<file path="src/rtl/aes_selftest_pkg.sv">
// Shared types and helpers for the AES known-answer self-test sequencer.
package aes_selftest_pkg;

   localparam int unsigned FAIL_CNT_W = 8;
   localparam int unsigned BLOCK_W    = 128;

   typedef enum logic [2:0] {
      S_IDLE,
      S_ENC_LOAD,
      S_ENC_WAIT,
      S_DEC_LOAD,
      S_DEC_WAIT,
      S_NEXT,
      S_DONE
   } state_t;

   typedef enum logic [1:0] {
      ST_ENC  = 2'd0,
      ST_DEC  = 2'd1,
      ST_BOTH = 2'd2
   } mode_t;

   // Reserved encoding 3 runs both directions.
   function automatic mode_t decode_mode(input logic [1:0] m);
      case (m)
         2'd0:    return ST_ENC;
         2'd1:    return ST_DEC;
         default: return ST_BOTH;
      endcase
   endfunction

   function automatic state_t first_load(input mode_t m);
      return (m == ST_DEC) ? S_DEC_LOAD : S_ENC_LOAD;
   endfunction

   function automatic logic [FAIL_CNT_W-1:0] sat_inc(input logic [FAIL_CNT_W-1:0] v);
      return (v == '1) ? v : v + FAIL_CNT_W'(1);
   endfunction

endpackage

</file>
<file path="src/rtl/aes_st_timer.sv">
// Wait-state timer: cleared in LOAD, counts in WAIT, flags the guard cycle and timeout.
module aes_st_timer #(
   parameter  int unsigned TIMEOUT = 64,
   localparam int unsigned CNT_W   = $clog2(TIMEOUT)
) (
   input  logic             clk,
   input  logic             rst_n,
   input  logic             clear,
   input  logic             enable,
   output logic [CNT_W-1:0] count,
   output logic             guard_c,
   output logic             expired_c
);

   localparam logic [CNT_W-1:0] LAST = CNT_W'(TIMEOUT - 1);

   assign guard_c   = (count == '0);
   assign expired_c = (count == LAST);

   always_ff @(posedge clk or negedge rst_n) begin
      if (!rst_n) begin
         count <= '0;
      end else if (clear) begin
         count <= '0;
      end else if (enable && !expired_c) begin
         count <= count + CNT_W'(1);
      end
   end

endmodule

</file>
<file path="src/rtl/aes_selftest_ctrl.sv">
// Built-in self-test sequencer: walks a vector ROM through AES encrypt/decrypt cores and tallies results.
module aes_selftest_ctrl
   import aes_selftest_pkg::*;
#(
   parameter  int unsigned Nk      = 4,
   parameter  int unsigned NUM_VEC = 4,
   parameter  int unsigned TIMEOUT = 64,
   localparam int unsigned KEY_W   = 32 * Nk,
   localparam int unsigned IDX_W   = (NUM_VEC > 1) ? $clog2(NUM_VEC) : 1
) (
   input  logic                  clk,
   input  logic                  rst_n,
   input  logic                  start,
   input  logic                  abort,
   input  logic [1:0]            mode,
   input  logic                  loop_en,
   output logic [IDX_W-1:0]      vec_idx,
   input  logic [BLOCK_W-1:0]    vec_pt,
   input  logic [BLOCK_W-1:0]    vec_ct,
   input  logic [KEY_W-1:0]      vec_key,
   output logic [KEY_W-1:0]      aes_key,
   output logic [BLOCK_W-1:0]    enc_pt,
   output logic                  enc_load,
   input  logic [BLOCK_W-1:0]    enc_ct,
   input  logic                  enc_valid,
   output logic [BLOCK_W-1:0]    dec_ct,
   output logic                  dec_load,
   input  logic [BLOCK_W-1:0]    dec_pt,
   input  logic                  dec_valid,
   output logic                  busy,
   output logic                  done,
   output logic                  pass,
   output logic [FAIL_CNT_W-1:0] fail_cnt,
   output logic [IDX_W-1:0]      first_fail_idx,
   output logic                  timeout_err,
   output logic [FAIL_CNT_W-1:0] loop_cnt
);

   localparam logic [IDX_W-1:0] LAST_IDX = IDX_W'(NUM_VEC - 1);
   localparam int unsigned      CNT_W    = $clog2(TIMEOUT);

   state_t state;
   mode_t  mode_q;
   logic   loop_q;

   logic             in_enc_wait, in_dec_wait, in_wait;
   logic             tmr_guard, tmr_expired;
   logic [CNT_W-1:0] tmr_count;
   logic             hit, mismatch, resolve, failed, timed_out;
   state_t           start_first, run_first;

   // Cores see the ROM entry directly; vec_idx only moves in NEXT.
   assign aes_key = vec_key;
   assign enc_pt  = vec_pt;
   assign dec_ct  = vec_ct;

   assign in_enc_wait = (state == S_ENC_WAIT);
   assign in_dec_wait = (state == S_DEC_WAIT);
   assign in_wait     = in_enc_wait || in_dec_wait;

   aes_st_timer #(.TIMEOUT(TIMEOUT)) u_timer (
      .clk       (clk),
      .rst_n     (rst_n),
      .clear     ((state == S_ENC_LOAD) || (state == S_DEC_LOAD)),
      .enable    (in_wait),
      .count     (tmr_count),
      .guard_c   (tmr_guard),
      .expired_c (tmr_expired)
   );

   // Valid in the first wait cycle may be stale from a previous operation.
   assign hit       = !tmr_guard && ((in_enc_wait && enc_valid) || (in_dec_wait && dec_valid));
   assign mismatch  = in_enc_wait ? (enc_ct != vec_ct) : (dec_pt != vec_pt);
   assign resolve   = in_wait && (hit || tmr_expired);
   assign failed    = in_wait && (hit ? mismatch : tmr_expired);
   assign timed_out = in_wait && !hit && tmr_expired;

   assign start_first = first_load(decode_mode(mode));
   assign run_first   = first_load(mode_q);

   always_ff @(posedge clk or negedge rst_n) begin
      if (!rst_n) begin
         state          <= S_IDLE;
         mode_q         <= ST_ENC;
         loop_q         <= 1'b0;
         vec_idx        <= '0;
         enc_load       <= 1'b0;
         dec_load       <= 1'b0;
         busy           <= 1'b0;
         done           <= 1'b0;
         pass           <= 1'b0;
         fail_cnt       <= '0;
         first_fail_idx <= '0;
         timeout_err    <= 1'b0;
         loop_cnt       <= '0;
      end else if (abort) begin
         state    <= S_IDLE;
         busy     <= 1'b0;
         enc_load <= 1'b0;
         dec_load <= 1'b0;
      end else begin
         enc_load <= 1'b0;
         dec_load <= 1'b0;

         if (failed) begin
            fail_cnt <= sat_inc(fail_cnt);
            if (fail_cnt == '0) first_fail_idx <= vec_idx;
         end
         if (timed_out) timeout_err <= 1'b1;

         case (state)
            S_IDLE: begin
               if (start) begin
                  mode_q         <= decode_mode(mode);
                  loop_q         <= loop_en;
                  done           <= 1'b0;
                  pass           <= 1'b0;
                  fail_cnt       <= '0;
                  first_fail_idx <= '0;
                  timeout_err    <= 1'b0;
                  loop_cnt       <= '0;
                  busy           <= 1'b1;
                  vec_idx        <= '0;
                  state          <= start_first;
                  enc_load       <= (start_first == S_ENC_LOAD);
                  dec_load       <= (start_first == S_DEC_LOAD);
               end
            end
            S_ENC_LOAD: state <= S_ENC_WAIT;
            S_ENC_WAIT: begin
               if (resolve) begin
                  if (mode_q == ST_BOTH) begin
                     state    <= S_DEC_LOAD;
                     dec_load <= 1'b1;
                  end else begin
                     state <= S_NEXT;
                  end
               end
            end
            S_DEC_LOAD: state <= S_DEC_WAIT;
            S_DEC_WAIT: begin
               if (resolve) state <= S_NEXT;
            end
            S_NEXT: begin
               if (vec_idx < LAST_IDX) begin
                  vec_idx  <= vec_idx + IDX_W'(1);
                  state    <= run_first;
                  enc_load <= (run_first == S_ENC_LOAD);
                  dec_load <= (run_first == S_DEC_LOAD);
               end else if (loop_q && (fail_cnt == '0)) begin
                  vec_idx  <= '0;
                  loop_cnt <= sat_inc(loop_cnt);
                  state    <= run_first;
                  enc_load <= (run_first == S_ENC_LOAD);
                  dec_load <= (run_first == S_DEC_LOAD);
               end else begin
                  state <= S_DONE;
                  busy  <= 1'b0;
                  done  <= 1'b1;
                  pass  <= (fail_cnt == '0);
               end
            end
            S_DONE:  state <= S_IDLE;
            default: state <= S_IDLE;
         endcase
      end
   end

endmodule

</file>
<file path="config.mk">
export PLATFORM = sky130hd
export DESIGN_NAME = aes_selftest_ctrl
export DESIGN_NICKNAME = d
export VERILOG_FILES = /design/src/rtl/aes_selftest_pkg.sv /design/src/rtl/aes_st_timer.sv /design/src/rtl/aes_selftest_ctrl.sv
export SDC_FILE = /design/constraint.sdc
export NUM_CORES = 1
export LEC_CHECK = 0
export CORE_AREA = 4 4 412 414
export CTS_BUF_LIST = sky130_fd_sc_hd__clkbuf_4 sky130_fd_sc_hd__clkbuf_8
export CTS_CLUSTER_DIAMETER = 120
export CTS_CLUSTER_SIZE = 10
export DETAILED_ROUTE_END_ITERATION = 16
export DIE_AREA = 0 0 416 418
export MAX_ROUTING_LAYER = met4
export PLACE_DENSITY_LB_ADDON = 0.1
export SYNTH_ARGS = -nofsm -noshare
export SYNTH_HDL_FRONTEND = slang
export SYNTH_SLANG_ARGS = --single-unit
</file>
<file path="constraint.sdc">
create_clock -name clk -period 3.8 [get_ports clk]
set_input_delay 0.76 -clock clk [delete_from_list [all_inputs] [get_ports clk]]
set_output_delay 0.76 -clock clk [all_outputs]
set_load 0.1 [all_outputs]
</file>
==> results.cfg, run 1 <==
[status]
status = complete, no violations

[min_path]
hold_depth = 2
worstHoldEndpoint = loop_q
min_path_type = flop to flop
min-delay-start = loop_q

[route]
vias_per_cell = 2.29
vias = 8451
dr.pass1.iters = 5
drtAntennaViolNets = 0
wl_per_cell_um = 22.6
finalWirelength_um = 83300
remaining_drc_errors = 0
drt_iter0_markers = 361

[global_routing]
overflow = 0
grt_pass1_vias = 9341
grt_pass1_wl_um = 103000
grtUsageTotal_pct = 9.29
antenna_found_initial = 66
grt_max_degree = 31

[yosys]
async_flop_share_pct = 100
synth_compound_area_share_pct = 4.96
synth_top_family_by_area = buffers and inverters
netlist.top_cell.by_area = buf_4
synth-adder-area-share_pct = 0.954
ys_seq_area_share_pct = 12.1
synthXorXnorAreaFrac_pct = 26.9
synth-edff-count = 0
synth_area_leaders = buf_4, xor2_1, dfrtp_1
ys_warn_count = 0
yosysMostFrequentCell = buf_4
synth_area_mm2 = 0.00787
synth_area_per_cell_um2 = 7.87
yosys.area_share.simple_pct = 15.7
yosys.area.top_type_share_pct = 36.6
synthTopCellsByCount = buf_4, xor2_1, xnor2_1, nor4_1, dfrtp_1
muxShareOfSynthArea_pct = 0.509
post_synth_num_cell_types = 45
syn-num-nets = 1654
synth_flop_cell = dfrtp_1
ys_seq_elements = 38
syn_inst = 999

[floorplan]
dieArea_mm2 = 0.174
start_util_pct = 4.73
die_x_um = 416
pin_count = 1059
die_h_um = 418
rows = 150
core_mm2 = 0.166

[cts]
h-tree-depth = 2
clk_latency_ns = 0.32
numClockSinks = 38
cts_buffers = 5
cts-hold-fix-buffers = 0
clk_path_buf_depth = 2
cts_setup_buffers = 0
clk_pin_slew_ns = 0.10
cts_tree = done
root_buffer = clkbuf_8

[timing]
layout_setup_ws_ns = 0.245
setup-tns-final_ns = 0
max_freq_ghz = 0.281
period_share_pct = 93.6
slew_headroom_pct = 39.4
maxSlewViolCount = 0
clock_skew_ns = 0.0133
worst_pin_slew_ns = 0.909
rsz0062_at_grt = no
setup_violations = 0
finalCriticalPeriod_ns = 3.55
hold_viol = 0

[critical_path]
worst-setup-path-type = input pin to flop
critPathLaunchType = input pin
crit_path_frequent_cell = nor4_1
cp_max_fo = 6
reg2reg_slack_ns = 0.73
worstPathRequired_ns = 4.02
max_stage_delay_ns = 0.61
reg2reg_to = fail_cnt[1]
arrival_ns = 3.78
reg2reg_depth = 8
rr_startpoint = state[2]
worstPathCellList = clkdlybuf4s50_1 > xor2_1 > nor4_1 > nand4_1 > nor4_1 > and4_1 > nor3_1 > and3_1 > a31o_2
slowest_stage = clkdlybuf4s50_1
end_kind = flop

[pwr]
p_leak_uw = 0.00571
seq_power_share_pct = 13.9
peakVddDrop_mv = 0.111
power.switching_uw = 2180
internal_power_uw = 1680
pwr-share-clk_pct = 11.8
swShare_pct = 56.5
combPwrFrac_pct = 74.3
powerDensity_mw_per_mm2 = 248

[finish]
finalNetCount = 2107
finish.instance_area_mm2 = 0.0156
post-route-util_pct = 9.39
drive_gt1_share_pct = 23.1
syn_to_final_growth_pct = 98.4

[placed_design]
dp_slack_ns = -1.65
hpwlAfterDp_um = 79100
place.gp.congestion = 0.900
postPlaceCellArea_mm2 = 0.0153
portBuffers = 802

[job]
max_cap_violations = 0
[registers in the layout (all words and copies together) (netlist names)]
register / flops
fail_cnt: 8
loop_cnt: 8
u_timer.count: 6
state: 3
first_fail_idx: 2
mode_q: 2
vec_idx: 2
busy: 1
dec_load: 1
done: 1
enc_load: 1
loop_q: 1
pass: 1
timeout_err: 1
[cell type report]
class                           count  area, um^2
Clock inverter                      3        68.8
Clock buffer                        5        68.8
Fill cell                       19500      151000
Multi-Input combinational cell    535        3940
Sequential cell                    38         951
Timing Repair Buffer              838        7600
Antenna cell                       39        97.6
Tap cell                         2204        2760
Inverter                           34         128
[how the worst max path moves through the flow]
stage | cells past startpoint | end | startpoint
after global routing | 11 | fail_cnt[1] | vec_ct[99]
after detailed placement | 10 | fail_cnt[7] | vec_ct[70]
final | 9 | fail_cnt[1] | vec_ct[80]
after global placement | 10 | fail_cnt[7] | vec_ct[70]
after CTS | 11 | fail_cnt[1] | vec_ct[107]
after floorplan | 8 | loop_cnt[5] | fail_cnt[5]
[power by group through the flow]
stage               Combinational [uW]  Clock [uW]  Sequential (uW)
CTS                               2930         486              543
finish                            2870         455              539
global placement                  2930           0              552
detailed placement                2920           0              550
floorplan                         2430           0              591
global route                      3020         501              552
[layer usage]
layer  share of wire [%]  vias to the layer above  global-route usage [%]  routed length, um
li1                    -                     3905                       -                  -
met1                  38                     3905                    9.85              31400
met2                  50                      592                    16.1              41400
met3                  12                       49                    4.94               9900
met4                0.79                        0                   0.526                660
met5                   0                        -                       -                  0
[metrics by stage]
| step | instances | power [uW] | hold slack, ns |
|---|---|---|---|
| 2_1_floorplan | 999 | 3020 | 0.446 |
| 3_3_place_gp | 3649 | 3480 | 0.472 |
| 3_5_place_dp | 3649 | 3470 | 0.470 |
| 4_1_cts | 3657 | 3960 | 0.501 |
| 5_1_grt | 3692 | 4080 | 0.534 |
| 6_report | 3696 | 3860 | 0.490 |
[what timing repair did]
item	CTS	global route
pin swaps	2	1
resized for setup	7	4
endpoints found under the setup margin	10	4
[kinds of logic (layout without fill, tap and decap cells)]
group | Yosys count | after routing
simple gates | 225 | 225
fa+ha+maj | 6 | 6
compound gates | 58 | 58
flops | 38 | 38
other cells | 0 | 39
mux | 4 | 4
buf+inv | 426 | 880
xor+xnor | 242 | 242
[cells in the final DEF, fill, tap and decap left out, types with 31 or more instances in the layout]
master / instances
xnor2_1: 73
diode_2: 39
xor2_1: 169
nor2_1: 34
buf_4: 317
nor4_1: 45
inv_1: 33
nand2_1: 31
nand4_1: 31
dfrtp_1: 38
clkdlybuf4s50_1: 518
[critical path, delay by kind of cell]
| family | cells | cell delay, ns |
|---|---|---|
| and+or+nand+nor | 6 | 1.91 |
| AOI/OAI and AO/OA | 1 | 0.20 |
| buffers and inverters | 1 | 0.61 |
| xor gates and xnor gates | 1 | 0.29 |
Note: power is estimated with default switching activity, not from simulation.
==> run 2: changes to the inputs <==
--- a/config.mk
+++ b/config.mk
@@ -5,6 +5,7 @@
 export SDC_FILE = /design/constraint.sdc
 export NUM_CORES = 1
 export LEC_CHECK = 0
+export ABC_CLOCK_PERIOD_IN_PS = 3800
 export CORE_AREA = 4 4 412 414
 export CTS_BUF_LIST = sky130_fd_sc_hd__clkbuf_4 sky130_fd_sc_hd__clkbuf_8
 export CTS_CLUSTER_DIAMETER = 120
==> results of run 2 <==
Final layout, timing and power as in run 1 (identical DEF).
